<file path="src/rtl/alu_muldiv_controller.sv">
// Execute-stage ALU controller with an iterative RV32M multiply/divide unit.
// Decodes the 4-bit ALU control and sequences shift-add MUL and restoring DIV ops.
module alu_muldiv_controller #(
    parameter int unsigned REG_DATA_WIDTH = 32,
    parameter bit          ENABLE_M       = 1'b1
) (
    input  logic                      clk,
    input  logic                      nreset,
    input  logic [6:0]                opcode,
    input  logic [2:0]                funct3,
    input  logic [6:0]                funct7,
    input  logic [1:0]                alu_op,
    input  logic                      valid_in,
    input  logic [REG_DATA_WIDTH-1:0] rs1_data,
    input  logic [REG_DATA_WIDTH-1:0] rs2_data,
    output logic [3:0]                alu_ctrl,
    output logic                      stall,
    output logic                      md_valid,
    output logic [REG_DATA_WIDTH-1:0] md_result
);
    localparam int unsigned W  = REG_DATA_WIDTH;
    localparam int unsigned CW = $clog2(W);
    localparam logic [CW-1:0] CntLast = CW'(W - 1);

    localparam logic [3:0] AluAnd = 4'b0000, AluOr = 4'b0001, AluAdd = 4'b0010;
    localparam logic [3:0] AluSub = 4'b0110, AluSlt = 4'b0111, AluSltu = 4'b1000;
    localparam logic [3:0] AluXor = 4'b1001, AluSll = 4'b1010, AluSrl = 4'b1011;
    localparam logic [3:0] AluSra = 4'b1100, AluPassB = 4'b1101, AluMulDiv = 4'b1111;
    localparam logic [6:0] OpR = 7'b0110011, OpI = 7'b0010011;

    typedef enum logic [1:0] {StIdle, StMul, StDiv, StDone} state_e;

    state_e          state_q;
    logic [2:0]      f3_q;
    logic            neg_a_q, neg_b_q;
    logic [CW-1:0]   cnt_q;
    logic [2*W-1:0]  prod_q, mcand_q;
    logic [W-1:0]    mplier_q, quot_q, rem_q, dvsr_q, result_q;

    always_comb begin
        alu_ctrl = AluAdd;
        unique case (alu_op)
            2'b00: alu_ctrl = AluAdd;
            2'b01: alu_ctrl = AluSub;
            2'b11: alu_ctrl = AluPassB;
            2'b10: begin
                if (ENABLE_M && opcode == OpR && funct7 == 7'b0000001) begin
                    alu_ctrl = AluMulDiv;
                end else if (opcode == OpR || opcode == OpI) begin
                    case (funct3)
                        3'b000:  alu_ctrl = (opcode == OpR && funct7[5]) ? AluSub : AluAdd;
                        3'b001:  alu_ctrl = AluSll;
                        3'b010:  alu_ctrl = AluSlt;
                        3'b011:  alu_ctrl = AluSltu;
                        3'b100:  alu_ctrl = AluXor;
                        3'b101:  alu_ctrl = funct7[5] ? AluSra : AluSrl;
                        3'b110:  alu_ctrl = AluOr;
                        default: alu_ctrl = AluAnd;
                    endcase
                end
            end
            default: alu_ctrl = AluAdd;
        endcase
    end

    logic         start, a_signed, b_signed, neg_a, neg_b;
    logic [W-1:0] mag_a, mag_b;

    always_comb begin
        start    = (alu_ctrl == AluMulDiv) && valid_in && (state_q == StIdle);
        // MULH, MULHSU, DIV, REM treat rs1 as signed; only MULH, DIV, REM treat rs2 as signed.
        a_signed = (funct3 == 3'b001) || (funct3 == 3'b010) || (funct3 == 3'b100) ||
                   (funct3 == 3'b110);
        b_signed = (funct3 == 3'b001) || (funct3 == 3'b100) || (funct3 == 3'b110);
        neg_a    = a_signed && rs1_data[W-1];
        neg_b    = b_signed && rs2_data[W-1];
        mag_a    = neg_a ? -rs1_data : rs1_data;
        mag_b    = neg_b ? -rs2_data : rs2_data;
    end

    logic [W:0]     rem_shift, diff;
    logic [2*W-1:0] prod_s;
    logic [W-1:0]   quot_s, rem_s, final_result;
    logic           div_zero;

    always_comb begin
        rem_shift = {rem_q, quot_q[W-1]};
        diff      = rem_shift - {1'b0, dvsr_q};
        div_zero  = (dvsr_q == '0);
        prod_s    = (neg_a_q ^ neg_b_q) ? -prod_q : prod_q;
        quot_s    = div_zero ? '1 : ((neg_a_q ^ neg_b_q) ? -quot_q : quot_q);
        // On divide by zero the quotient register still holds |rs1|.
        if (div_zero) rem_s = neg_a_q ? -quot_q : quot_q;
        else          rem_s = neg_a_q ? -rem_q : rem_q;
        case (f3_q)
            3'b000:                 final_result = prod_s[W-1:0];
            3'b001, 3'b010, 3'b011: final_result = prod_s[2*W-1:W];
            3'b100, 3'b101:         final_result = quot_s;
            default:                final_result = rem_s;
        endcase
    end

    always_ff @(posedge clk or negedge nreset) begin
        if (!nreset) begin
            state_q  <= StIdle;
            f3_q     <= '0;
            neg_a_q  <= 1'b0;
            neg_b_q  <= 1'b0;
            cnt_q    <= '0;
            prod_q   <= '0;
            mcand_q  <= '0;
            mplier_q <= '0;
            quot_q   <= '0;
            rem_q    <= '0;
            dvsr_q   <= '0;
            result_q <= '0;
        end else begin
            case (state_q)
                StIdle: if (start) begin
                    f3_q     <= funct3;
                    neg_a_q  <= neg_a;
                    neg_b_q  <= neg_b;
                    cnt_q    <= '0;
                    prod_q   <= '0;
                    mcand_q  <= {{W{1'b0}}, mag_a};
                    mplier_q <= mag_b;
                    quot_q   <= mag_a;
                    rem_q    <= '0;
                    dvsr_q   <= mag_b;
                    state_q  <= funct3[2] ? StDiv : StMul;
                end
                StMul: begin
                    if (mplier_q[0]) prod_q <= prod_q + mcand_q;
                    mcand_q  <= mcand_q << 1;
                    mplier_q <= mplier_q >> 1;
                    cnt_q    <= cnt_q + 1'b1;
                    if (cnt_q == CntLast) state_q <= StDone;
                end
                StDiv: begin
                    if (div_zero) begin
                        state_q <= StDone;
                    end else begin
                        if (!diff[W]) begin
                            rem_q  <= diff[W-1:0];
                            quot_q <= {quot_q[W-2:0], 1'b1};
                        end else begin
                            rem_q  <= rem_shift[W-1:0];
                            quot_q <= {quot_q[W-2:0], 1'b0};
                        end
                        cnt_q <= cnt_q + 1'b1;
                        if (cnt_q == CntLast) state_q <= StDone;
                    end
                end
                StDone: begin
                    result_q <= final_result;
                    state_q  <= StIdle;
                end
                default: state_q <= StIdle;
            endcase
        end
    end

    assign stall     = start || (state_q == StMul) || (state_q == StDiv);
    assign md_valid  = (state_q == StDone);
    assign md_result = md_valid ? final_result : result_q;

endmodule

</file>
<file path="config.mk">
export PLATFORM = sky130hd
export DESIGN_NAME = alu_muldiv_controller
export DESIGN_NICKNAME = d
export VERILOG_FILES = /design/src/rtl/alu_muldiv_controller.sv
export SDC_FILE = /design/constraint.sdc
export NUM_CORES = 1
export LEC_CHECK = 0
export CAP_MARGIN = 20
export CORE_UTILIZATION = 40
export DETAILED_ROUTE_END_ITERATION = 10
export SYNTH_ARGS = -nofsm -noshare
export SYNTH_HDL_FRONTEND = slang
export SYNTH_SLANG_ARGS = --single-unit
export TNS_END_PERCENT = 10
</file>
<file path="constraint.sdc">
create_clock -name clk -period 5.3 [get_ports clk]
set_input_delay 0.53 -clock clk [delete_from_list [all_inputs] [get_ports clk]]
set_output_delay 0.53 -clock clk [all_outputs]
set_load 0.02 [all_outputs]
</file>
==> results of run 1 <==
[cell usage in the layout, fill, tap and decap left out, types with 24 or more instances in the layout]
master / n
a21o_1: 60
a21oi_1: 294
a22o_1: 75
buf_4: 47
clkbuf_16: 39
clkdlybuf4s50_1: 106
dfrtp_1: 299
ha_1: 105
inv_1: 83
mux2_2: 29
mux2i_1: 73
nand2_1: 252
nand2b_1: 24
nand3_1: 28
nor2_1: 267
nor3_1: 42
nor4_1: 32
o21ai_0: 194
o31ai_1: 61
or3_1: 35
xnor2_1: 156
xor2_1: 130
[metal layers]
layer	track usage [%]	vias to the layer above	part of all wire, %
li1	-	10200	-
met4	7.97	0	2.8
met2	37.0	821	41
met1	39.2	10500	48
met5	0	-	0
met3	5.84	128	8.6
[cells in the mapped netlist (23+ instances only)]
library cell | n | area (um^2)
a21o_1 | 60 | 450
a21oi_1 | 295 | 1480
a22o_1 | 75 | 657
clkbuf_1 | 147 | 552
dfrtp_1 | 300 | 7510
ha_1 | 106 | 1330
inv_1 | 83 | 312
mux2_2 | 29 | 327
mux2i_1 | 73 | 731
nand2_1 | 253 | 950
nand2b_1 | 24 | 150
nand3_1 | 29 | 145
nand4_1 | 23 | 144
nor2_1 | 273 | 1020
nor3_1 | 43 | 215
nor4_1 | 33 | 206
o21ai_0 | 194 | 971
o31ai_1 | 62 | 465
or3_1 | 37 | 231
xnor2_1 | 157 | 1380
xor2_1 | 131 | 1150
[cells by family after synthesis]
kind of cell             count (synthesis)
flip-flops                             300
buffers and inverters                  260
adder cells (fa/ha/maj)                108
XOR/XNOR                               288
AO/OA/AOI/OAI                          903
AND/OR/NAND/NOR                        826
multiplexers                           103
[metrics by stage]
step                      instances  hold slack [ps]  setup WS, ps  setup TNS (ps)  cell area, um^2
after floorplan                2788              234          1150               0            23200
after global placement         3539              457           418               0            25200
after detailed placement       3539              467           375               0            25200
after CTS                      3611              481          -138            -287            26600
after global routing           3613              507          -173            -607            26600
final                          3614              479         -35.5           -60.7            26700
[sequential cells by signal, summed over array words and instances, names as in the netlist]
| register | count |
|---|---|
| neg_a_q | 1 |
| rem_q | 32 |
| prod_q | 64 |
| result_q | 32 |
| quot_q | 32 |
| mplier_q | 32 |
| state_q | 2 |
| neg_b_q | 1 |
| f3_q | 3 |
| cnt_q | 5 |
| mcand_q | 64 |
| dvsr_q | 32 |
[power groups by stage]
stage                     Sequential (mW)  Clock, mW  Combinational (mW)
after floorplan                      3.30          0                4.39
after global placement               3.64          0                6.04
after detailed placement             3.66          0                6.12
after CTS                            3.63       2.92                6.14
after global routing                 3.73       3.01                6.75
final                                3.66       2.87                6.20
[cell type report]
| cell class | count | area [um^2] |
|---|---|---|
| Antenna cell | 1 | 2.50 |
| Clock buffer | 52 | 1110 |
| Clock inverter | 19 | 282 |
| Fill cell | 5542 | 30200 |
| Inverter | 84 | 318 |
| Multi-Input combinational cell | 2228 | 14800 |
| Sequential cell | 300 | 7510 |
| Tap cell | 756 | 946 |
| Timing Repair Buffer | 174 | 1660 |
[worst min-delay path, stage by stage, from the launching register on]
cell and delay, ps:
dfrtp_1 350, nand2_1 50, nand2_1 50
[how the worst max path moves through the flow]
stage | startpoint | endpoint | slack [ps]
after global placement | prod_q[4]$_DFFE_PN0P_ | md_result[31] | 420
after detailed placement | prod_q[4]$_DFFE_PN0P_ | md_result[31] | 370
after global routing | prod_q[4]$_DFFE_PN0P_ | md_result[15] | -170
final | prod_q[4]$_DFFE_PN0P_ | md_result[15] | -40
after floorplan | prod_q[2]$_DFFE_PN0P_ | md_result[21] | 1150
after CTS | prod_q[4]$_DFFE_PN0P_ | md_result[9] | -140
[repair_timing]
action,in CTS,in global routing
endpoints found under the setup margin,13,17
hold buffers,1,0
gates resized for setup,12,18
endpoints found under the hold margin,73,0
pin swaps,3,5
buffers inserted,0,2
==> run_results.csv, run 1 <==
group,metric,value,unit
critical_path,path_cells,"or4_4 -> or4_4 -> or3_4 -> or3_4 -> o41ai_4 -> xnor2_1 -> a222oi_1 -> a21oi_1 -> mux2_2 -> clkdlybuf4s50_1",
clock_tree,ctsHtreeMaxLevel,2,
critical_path,cp_max_fo,6,
die,fp.dieH,243,um
power,pwr-share-comb,48.7,%
synth,synth_fa_ha_area_share,5.89,%
clock_tree,clk_latency,580,ps
hold_path,min_from,"cnt_q[4]$_DFFE_PN0P_",
finish,layout-drive-gt1-share,7.91,%
routing,wl_per_cell,21.6,um
power,powerDensity,478,nW/um^2
die,die_w,243,um
clock_tree,cts_root_buf,"clkbuf_16",
synth,synth_mux_area_share,4.65,%
run_status,run_status,"complete, but fails checks",
sta,drv_slew,0,
job,cap_violations,0,
critical_path,crit_path_max_incr_delay,590,ps
placed_design,globalplace.congestion,0.955,
hold_path,worstHoldPathType,"reg -> reg",
power,swShare,44.9,%
critical_path,critical_path_arrival,4810,ps
synth,synth-edff-count,0,
power,pwr-share-clk,22.5,%
hold_path,hold_path_depth,2,
synth,synth.avg_cell_area,8.32,um^2
power,leakage,11.7,nW
die,start_util,40.8,%
clock_tree,numCtsBuffers,39,
sta,worst_slew_pin_slew,1020,ps
power,seq_power_share,28.8,%
global_routing,grt_pass1_wl,121000,um
global_routing,track_usage,26.2,%
routing,vias_per_cell,5.99,
sta,period_share,101,%
synth,ys_seq_elements,300,
routing,drcViolationCount,0,
clock_tree,cts_tree,"done",
finish,syn2layout_area_growth,14.9,%
synth,synth_compound_area_share,25.0,%
sta,slew_headroom,32.2,%
power,power,12.7,mW
routing,drt-initial-drc-count,2157,
critical_path,r2r_end,"prod_q[62]$_DFFE_PN0P_",
synth,synth-main-ff-cell,"dfrtp_1",
critical_path,end_kind,"primary output",
clock_tree,cts.sinks,300,
hold_path,hold_end,"cnt_q[4]$_DFFE_PN0P_",
sta,finalSetupViolCount,2,
critical_path,r2r_slack,830,ps
run_status,violations,"setup timing",
sta,grt_setup_unrepaired,"yes",
die,dieArea,59000,um^2
sta,period_minus_slack,5340,ps
synth,yosysWarnings,0,
sta,fin_ws,-35.5,ps
global_routing,gr-total-overflow,0,
synth,synth_simple_gate_area_share,16.7,%
critical_path,reg2reg_depth,13,
power,internal_power,7.02,mW
critical_path,crit_required,4770,ps
clock_tree,cts_buffer_depth,3,
sta,finalClockSkew,17.7,ps
global_routing,antenna_found_initial,2,
global_routing,grt_start_max_net_pins,120,
synth,synth_xor_area_share,10.9,%
critical_path,path_depth,10,
synth,yosysSeqAreaShare,32.4,%
routing,drt_pre_antenna_iters,6,
synth,syn_inst,2788,
synth,synthesis.area,23200,um^2
synth,synth_top_family_by_area,"compound AO/OA/AOI/OAI gates",
placed_design,place_hpwl,60200,um
finish,nets,3021,
sta,fmax,187,MHz
routing,antenna_left,0,
placed_design,port_buffers,123,
global_routing,grt_pass1_vias,20400,
critical_path,critPathSlowestCell,"or4_4",
power,switchingPower,5.71,mW
routing,wl,78200,um
finish,utilization,46.9,%
critical_path,cp_num_buf_inv,1,
critical_path,start_kind,"flop",
die,io_pins,124,
critical_path,crit_family,"simple AND/OR/NAND/NOR gates",
die,coreArea,56800,um^2
critical_path,r2r-start,"prod_q[0]$_DFFE_PN0P_",
power,ir_worst_vdd,0.336,mV
synth,synthArstFlopShare,100,%
routing,vias,21700,
sta,hold_viol,0,
synth,synth_nets,2982,
synth,synth.distinct_cells,83,
clock_tree,clk_pin_slew,60,ps
critical_path,crit_type,"reg -> out",
die,rows,87,
(Power assumes the default switching activity.)
==> inputs of run 2 (changes only) <==
- CELL_PAD_IN_SITES_DETAIL_PLACEMENT: default -> 0
- CELL_PAD_IN_SITES_GLOBAL_PLACEMENT: default -> 2
- CORE_UTILIZATION: 40 -> 38
- PLACE_DENSITY_LB_ADDON: default -> 0.1
==> run_results.csv, run 2 (same netlist as run 1, synthesis figures left out) <==
group,metric,value,unit
clock_tree,numCtsBuffers,39,
die,dieArea,62100,um^2
sta,tns,-36.7,ps
power,powerDensity,487,nW/um^2
finish,mostFrequentLayoutCells,"299 x dfrtp_1, 294 x a21oi_1, 268 x nor2_1",
global_routing,grt_pass1_wl,127000,um
critical_path,critPathSlowestCell,"or4_1",
critical_path,end_kind,"primary output",
global_routing,gr-total-overflow,0,
finish,fin_cells,3649,
hold_path,worstHoldPathType,"reg -> reg",
global_routing,grt_start_max_net_pins,114,
routing,wl_met1,42700,um
critical_path,r2r_end,"rem_q[13]$_DFFE_PN0P_",
finish,nets,3031,
routing,vias,21300,
critical_path,reg2reg_depth,15,
critical_path,path_cells,"or4_4 -> or4_1 -> or3_4 -> or3_4 -> o41ai_4 -> xnor2_1 -> a222oi_1 -> a21oi_1 -> mux2_2 -> clkdlybuf4s50_1",
finish,syn2layout_area_growth,15.7,%
sta,grt_setup_unrepaired,"yes",
routing,vias_per_cell,5.83,
placed_design,port_buffers,123,
die,die_w,249,um
sta,period_minus_slack,5340,ps
sta,fin_ws,-36.7,ps
routing,antenna_left,0,
placed_design,place_hpwl,64100,um
global_routing,grt_pass1_vias,20400,
sta,worst_slew_pin_slew,1080,ps
die,rows,90,
routing,highest_layer,"met5",
finish,layout-drive-gt1-share,8.44,%
finish,fillers,5926,
clock_tree,clk_latency,590,ps
clock_tree,cts_tree,"done",
sta,fmax,187,MHz
routing,met2_length,33700,um
placed_design,globalplace.congestion,0.914,
sta,hold_viol,0,
critical_path,crit_type,"reg -> out",
finish,reg_top3,"mcand_q (64), prod_q (64)",
critical_path,crit_required,4770,ps
power,internal_power,7.21,mW
routing,wl_per_cell,22.8,um
hold_path,min_from,"cnt_q[4]$_DFFE_PN0P_",
hold_path,hold_end,"cnt_q[4]$_DFFE_PN0P_",
clock_tree,clk_pin_slew,60,ps
power,switchingPower,5.86,mW
power,pwr-share-comb,48.6,%
routing,drt_pre_antenna_iters,5,
die,io_pins,124,
finish,final_common_cell,"dfrtp_1",
sta,slew_headroom,27.6,%
die,start_util,38.4,%
sta,period_share,101,%
clock_tree,cts_root_buf,"clkbuf_16",
clock_tree,ctsHtreeMaxLevel,2,
routing,drcViolationCount,0,
critical_path,start_kind,"flop",
global_routing,antenna_found_initial,2,
power,swShare,44.9,%
global_routing,track_usage,26.5,%
sta,finalSetupViolCount,1,
routing,wl,83200,um
critical_path,critical_path_arrival,4810,ps
run_status,run_status,"complete, but fails checks",
power,pwr-share-clk,23.6,%
power,leakage,11.8,nW
die,coreArea,60400,um^2
clock_tree,cts.sinks,300,
power,ir_worst_vdd,0.319,mV
critical_path,r2r-start,"quot_q[31]$_DFFE_PN0P_",
power,seq_power_share,27.9,%
critical_path,cp_max_fo,8,
sta,hold_ws,476,ps
hold_path,hold_path_depth,2,
sta,finalClockSkew,25.6,ps
critical_path,crit_path_max_incr_delay,560,ps
critical_path,crit_top_cell,"or3_4",
routing,drt-initial-drc-count,1862,
critical_path,r2r_slack,760,ps
routing,dr_wl_met3,5060,um
clock_tree,cts_setup_buffers,0,
clock_tree,cts_buffer_depth,3,
finish,n_antenna_cell,0,
placed_design,place_inst,3577,
die,fp.dieH,249,um
job,cap_violations,0,
run_status,violations,"setup timing",
power,power,13.1,mW
sta,drv_slew,0,
run 2: power groups by stage:
stage / sequential (mW) / combinational [mW] / clock (mW)
after CTS: 3.61 / 6.31 / 3.16
after global placement: 3.64 / 6.26 / 0
after detailed placement: 3.65 / 6.30 / 0
after floorplan: 3.30 / 4.39 / 0
after global routing: 3.70 / 6.92 / 3.25
final: 3.64 / 6.35 / 3.08
run 2: critical path: cells and delay by family, from the launching register on:
kind            cells  cell delay, ps
xor+xnor            1             130
simple gates        4            1840
flops               1             480
mux                 1             330
buf+inv             1             540
compound gates      3             900
run 2: how the worst max path moves through the flow:
| stage | start | end | slack (ps) | cells past startpoint |
|---|---|---|---|---|
| 2_1_floorplan | prod_q[2]$_DFFE_PN0P_ | md_result[21] | 1150 | 13 |
| 3_3_place_gp | prod_q[4]$_DFFE_PN0P_ | md_result[31] | 300 | 12 |
| 3_5_place_dp | prod_q[4]$_DFFE_PN0P_ | md_result[31] | 260 | 12 |
| 4_1_cts | prod_q[4]$_DFFE_PN0P_ | md_result[15] | -70 | 10 |
| 5_1_grt | prod_q[4]$_DFFE_PN0P_ | md_result[15] | -150 | 10 |
| 6_report | prod_q[2]$_DFFE_PN0P_ | md_result[15] | -40 | 10 |
run 2: timing repair:
action,4_1_cts,5_1_grt
hold buffers,1,0
setup endpoints to repair,15,25
pin swaps,4,1
gates resized for setup,15,25
endpoints found under the hold margin,50,0
run 2: stage by stage:
step | utilization, % | setup slack, ps | cell area (um^2)
global placement | 42.0 | 300 | 25300
detailed placement | 42.0 | 264 | 25300
global route | 44.5 | -145 | 26900
CTS | 44.4 | -69.2 | 26800
finish | 44.5 | -36.7 | 26900
floorplan | - | 1150 | 23200
run 2: cell type report:
cell class                 instances  area (um^2)  share of cell area [%]
clock inverter                    27          444                    1.65
multi-input combinational       2228        14800                    55.2
inverter                          84          318                    1.18
timing repair buffer             184         1750                    6.50
tap                              782          978                    3.64
clock buffer                      44         1030                    3.85
sequential                       300         7510                    28.0
run 2: metal layers:
layer,track usage (%),vias to the layer above
met5,0,-
met4,6.47,2
met3,4.05,89
met2,37.5,599
met1,41.3,10300
li1,-,10200
==> inputs of run 3 (changes only) <==
- CORE_UTILIZATION: 38 -> 34
- MAX_ROUTING_LAYER: default -> met4
- PLACE_DENSITY: default -> 0.77
- PLACE_DENSITY_LB_ADDON: 0.1 -> default
- clock period: 5.3 -> 4.84 ns (I/O delays scaled with it)
==> run_results.csv, run 3 (same netlist as run 1, synthesis figures left out) <==
group,metric,value,unit
global_routing,grt_pass1_vias,20900,
clock_tree,cts_tree,"done",
global_routing,use_met2,34.4,%
die,start_util,34.4,%
die,rows,95,
power,power,14.6,mW
hold_path,worstHoldPathType,"in -> async",
critical_path,r2r-start,"prod_q[0]$_DFFE_PN0P_",
finish,syn2layout_area_growth,18.8,%
power,switchingPower,6.49,mW
die,die_w,263,um
critical_path,critical_path.startpoint,"prod_q[4]$_DFFE_PN0P_",
sta,period_minus_slack,4870,ps
routing,vias,21700,
routing,vias_per_cell,5.68,
sta,worst_slew_pin_slew,1060,ps
clock_tree,cts.sinks,300,
sta,slew_headroom,29.4,%
critical_path,cp_max_fo,5,
sta,fmax,205,MHz
power,pwr-share-comb,51.9,%
critical_path,path_cells,"or4_4 -> or4_4 -> or3_4 -> or3_4 -> o41ai_4 -> buf_4 -> xnor2_1 -> a222oi_1 -> a21oi_1 -> mux2_2 -> dlygate4sd2_1",
placed_design,globalplace.congestion,0.929,
sta,finalSetupViolCount,2,
sta,grt_setup_unrepaired,"yes",
run_status,violations,"setup timing",
routing,wl_per_cell,21.8,um
power,leakage,12.2,nW
sta,finalClockSkew,21.4,ps
global_routing,busiest_layer,"met1",
die,io_pins,124,
finish,reg_top3,"mcand_q (64), prod_q (64)",
critical_path,critical_path_arrival,4390,ps
global_routing,use_met3,3.16,%
placed_design,place_inst,3738,
sta,fin_ws,-34.9,ps
die,dieArea,69300,um^2
power,powerDensity,530,nW/um^2
finish,fin_cells,3814,
sta,drv_slew,0,
routing,drcViolationCount,0,
finish,fillers,6851,
global_routing,grt_pass1_wl,128000,um
sta,tns,-37.2,ps
global_routing,grt_start_max_net_pins,112,
clock_tree,ctsHtreeMaxLevel,2,
placed_design,place_hpwl,64800,um
power,ir_worst_vdd,0.298,mV
clock_tree,hold_buffers,0,
power,swShare,44.5,%
clock_tree,clk_latency,570,ps
routing,antenna_left,0,
run_status,run_status,"complete, but fails checks",
critical_path,cp_num_buf_inv,2,
clock_tree,clk_pin_slew,50,ps
die,fp.dieH,263,um
finish,layout-drive-gt1-share,11.7,%
critical_path,crit_path_max_incr_delay,550,ps
critical_path,end_kind,"primary output",
routing,drt_pre_antenna_iters,6,
job,cap_violations,0,
die,coreArea,67400,um^2
routing,wl,83100,um
power,internal_power,8.11,mW
global_routing,antenna_found_initial,2,
critical_path,crit_required,4360,ps
critical_path,crit_type,"reg -> out",
sta,period_share,101,%
critical_path,start_kind,"flop",
power,pwr-share-clk,22.5,%
sta,hold_viol,0,
routing,drt-initial-drc-count,2082,
clock_tree,numCtsBuffers,39,
finish,nets,3103,
finish,mostFrequentLayoutCells,"298 x dfrtp_1, 292 x a21oi_1, 268 x nor2_1",
clock_tree,cts_buffer_depth,3,
placed_design,port_buffers,123,
global_routing,gr-usage-met1,36.7,%
critical_path,crit_family,"simple AND/OR/NAND/NOR gates",
critical_path,critPathSlowestCell,"or4_4",
power,seq_power_share,25.6,%
finish,final_common_cell,"dfrtp_1",
clock_tree,cts_root_buf,"clkbuf_16",
global_routing,track_usage,24.4,%
global_routing,gr-total-overflow,0,
[run 3: final cells by class]
cell class	count	area [um^2]	area share, %
timing repair buffer	256	2250	8.18
sequential	300	7510	27.2
multi-input combinational	2228	14900	54.2
inverter	84	318	1.15
tap	873	1090	3.96
antenna	2	5.00	0.0182
clock buffer	52	1100	4.01
clock inverter	19	339	1.23
[run 3: final timing paths]
kind,to,slack [ps],depth (start not counted)
setup / recovery,md_result[15],-30,11
hold / removal,mcand_q[27]$_DFFE_PN0P_,20,1
setup reg to reg,prod_q[60]$_DFFE_PN0P_,380,14
hold reg to reg,cnt_q[4]$_DFFE_PN0P_,480,2
max in group asynchronous,dvsr_q[14]$_DFFE_PN0P_,3620,2
min in group clk,cnt_q[4]$_DFFE_PN0P_,480,2
[run 3: metal layers]
layer / up-vias / share of wire [%]
met5: - / 0
met4: 0 / 1.7
met3: 74 / 5.3
met2: 566 / 42
met1: 10600 / 51
li1: 10400 / -
[run 3: stage by stage]
step | hold WS (ps) | area [um^2] | setup WS, ps | utilization (%)
after floorplan | 188 | 23200 | 731 | -
final | 15.9 | 27600 | -34.9 | 40.9
after global placement | 459 | 26000 | 162 | 38.5
after detailed placement | 469 | 26000 | 79.5 | 38.5
after global routing | 98.1 | 27600 | -146 | 40.9
after CTS | 52.7 | 27500 | -197 | 40.8
[run 3: worst register-to-register path, stage by stage, from the launching register on]
cell      delay [ps]
dfrtp_1          370
buf_4            170
ha_1             220
fa_1             420
a21oi_1          190
o21ai_0          180
o21bai_1         360
a21boi_0         320
a221o_1          420
a21bo_2          260
a21boi_0         480
o21ai_0          320
a31oi_1          340
xnor2_1          100
a22o_1           200
[run 3: repair_timing]
action                     CTS  global route
setup buffers                0             3
resized for setup           64            41
pin swaps                    5             8
setup endpoints to repair   29            26
[run 3: power by group through the flow]
stage	combinational (mW)	clock [mW]	sequential, mW
CTS	7.46	3.38	3.72
global route	8.22	3.48	3.81
detailed placement	7.46	0	3.76
finish	7.58	3.29	3.74
floorplan	4.80	0	3.62
global placement	7.40	0	3.74
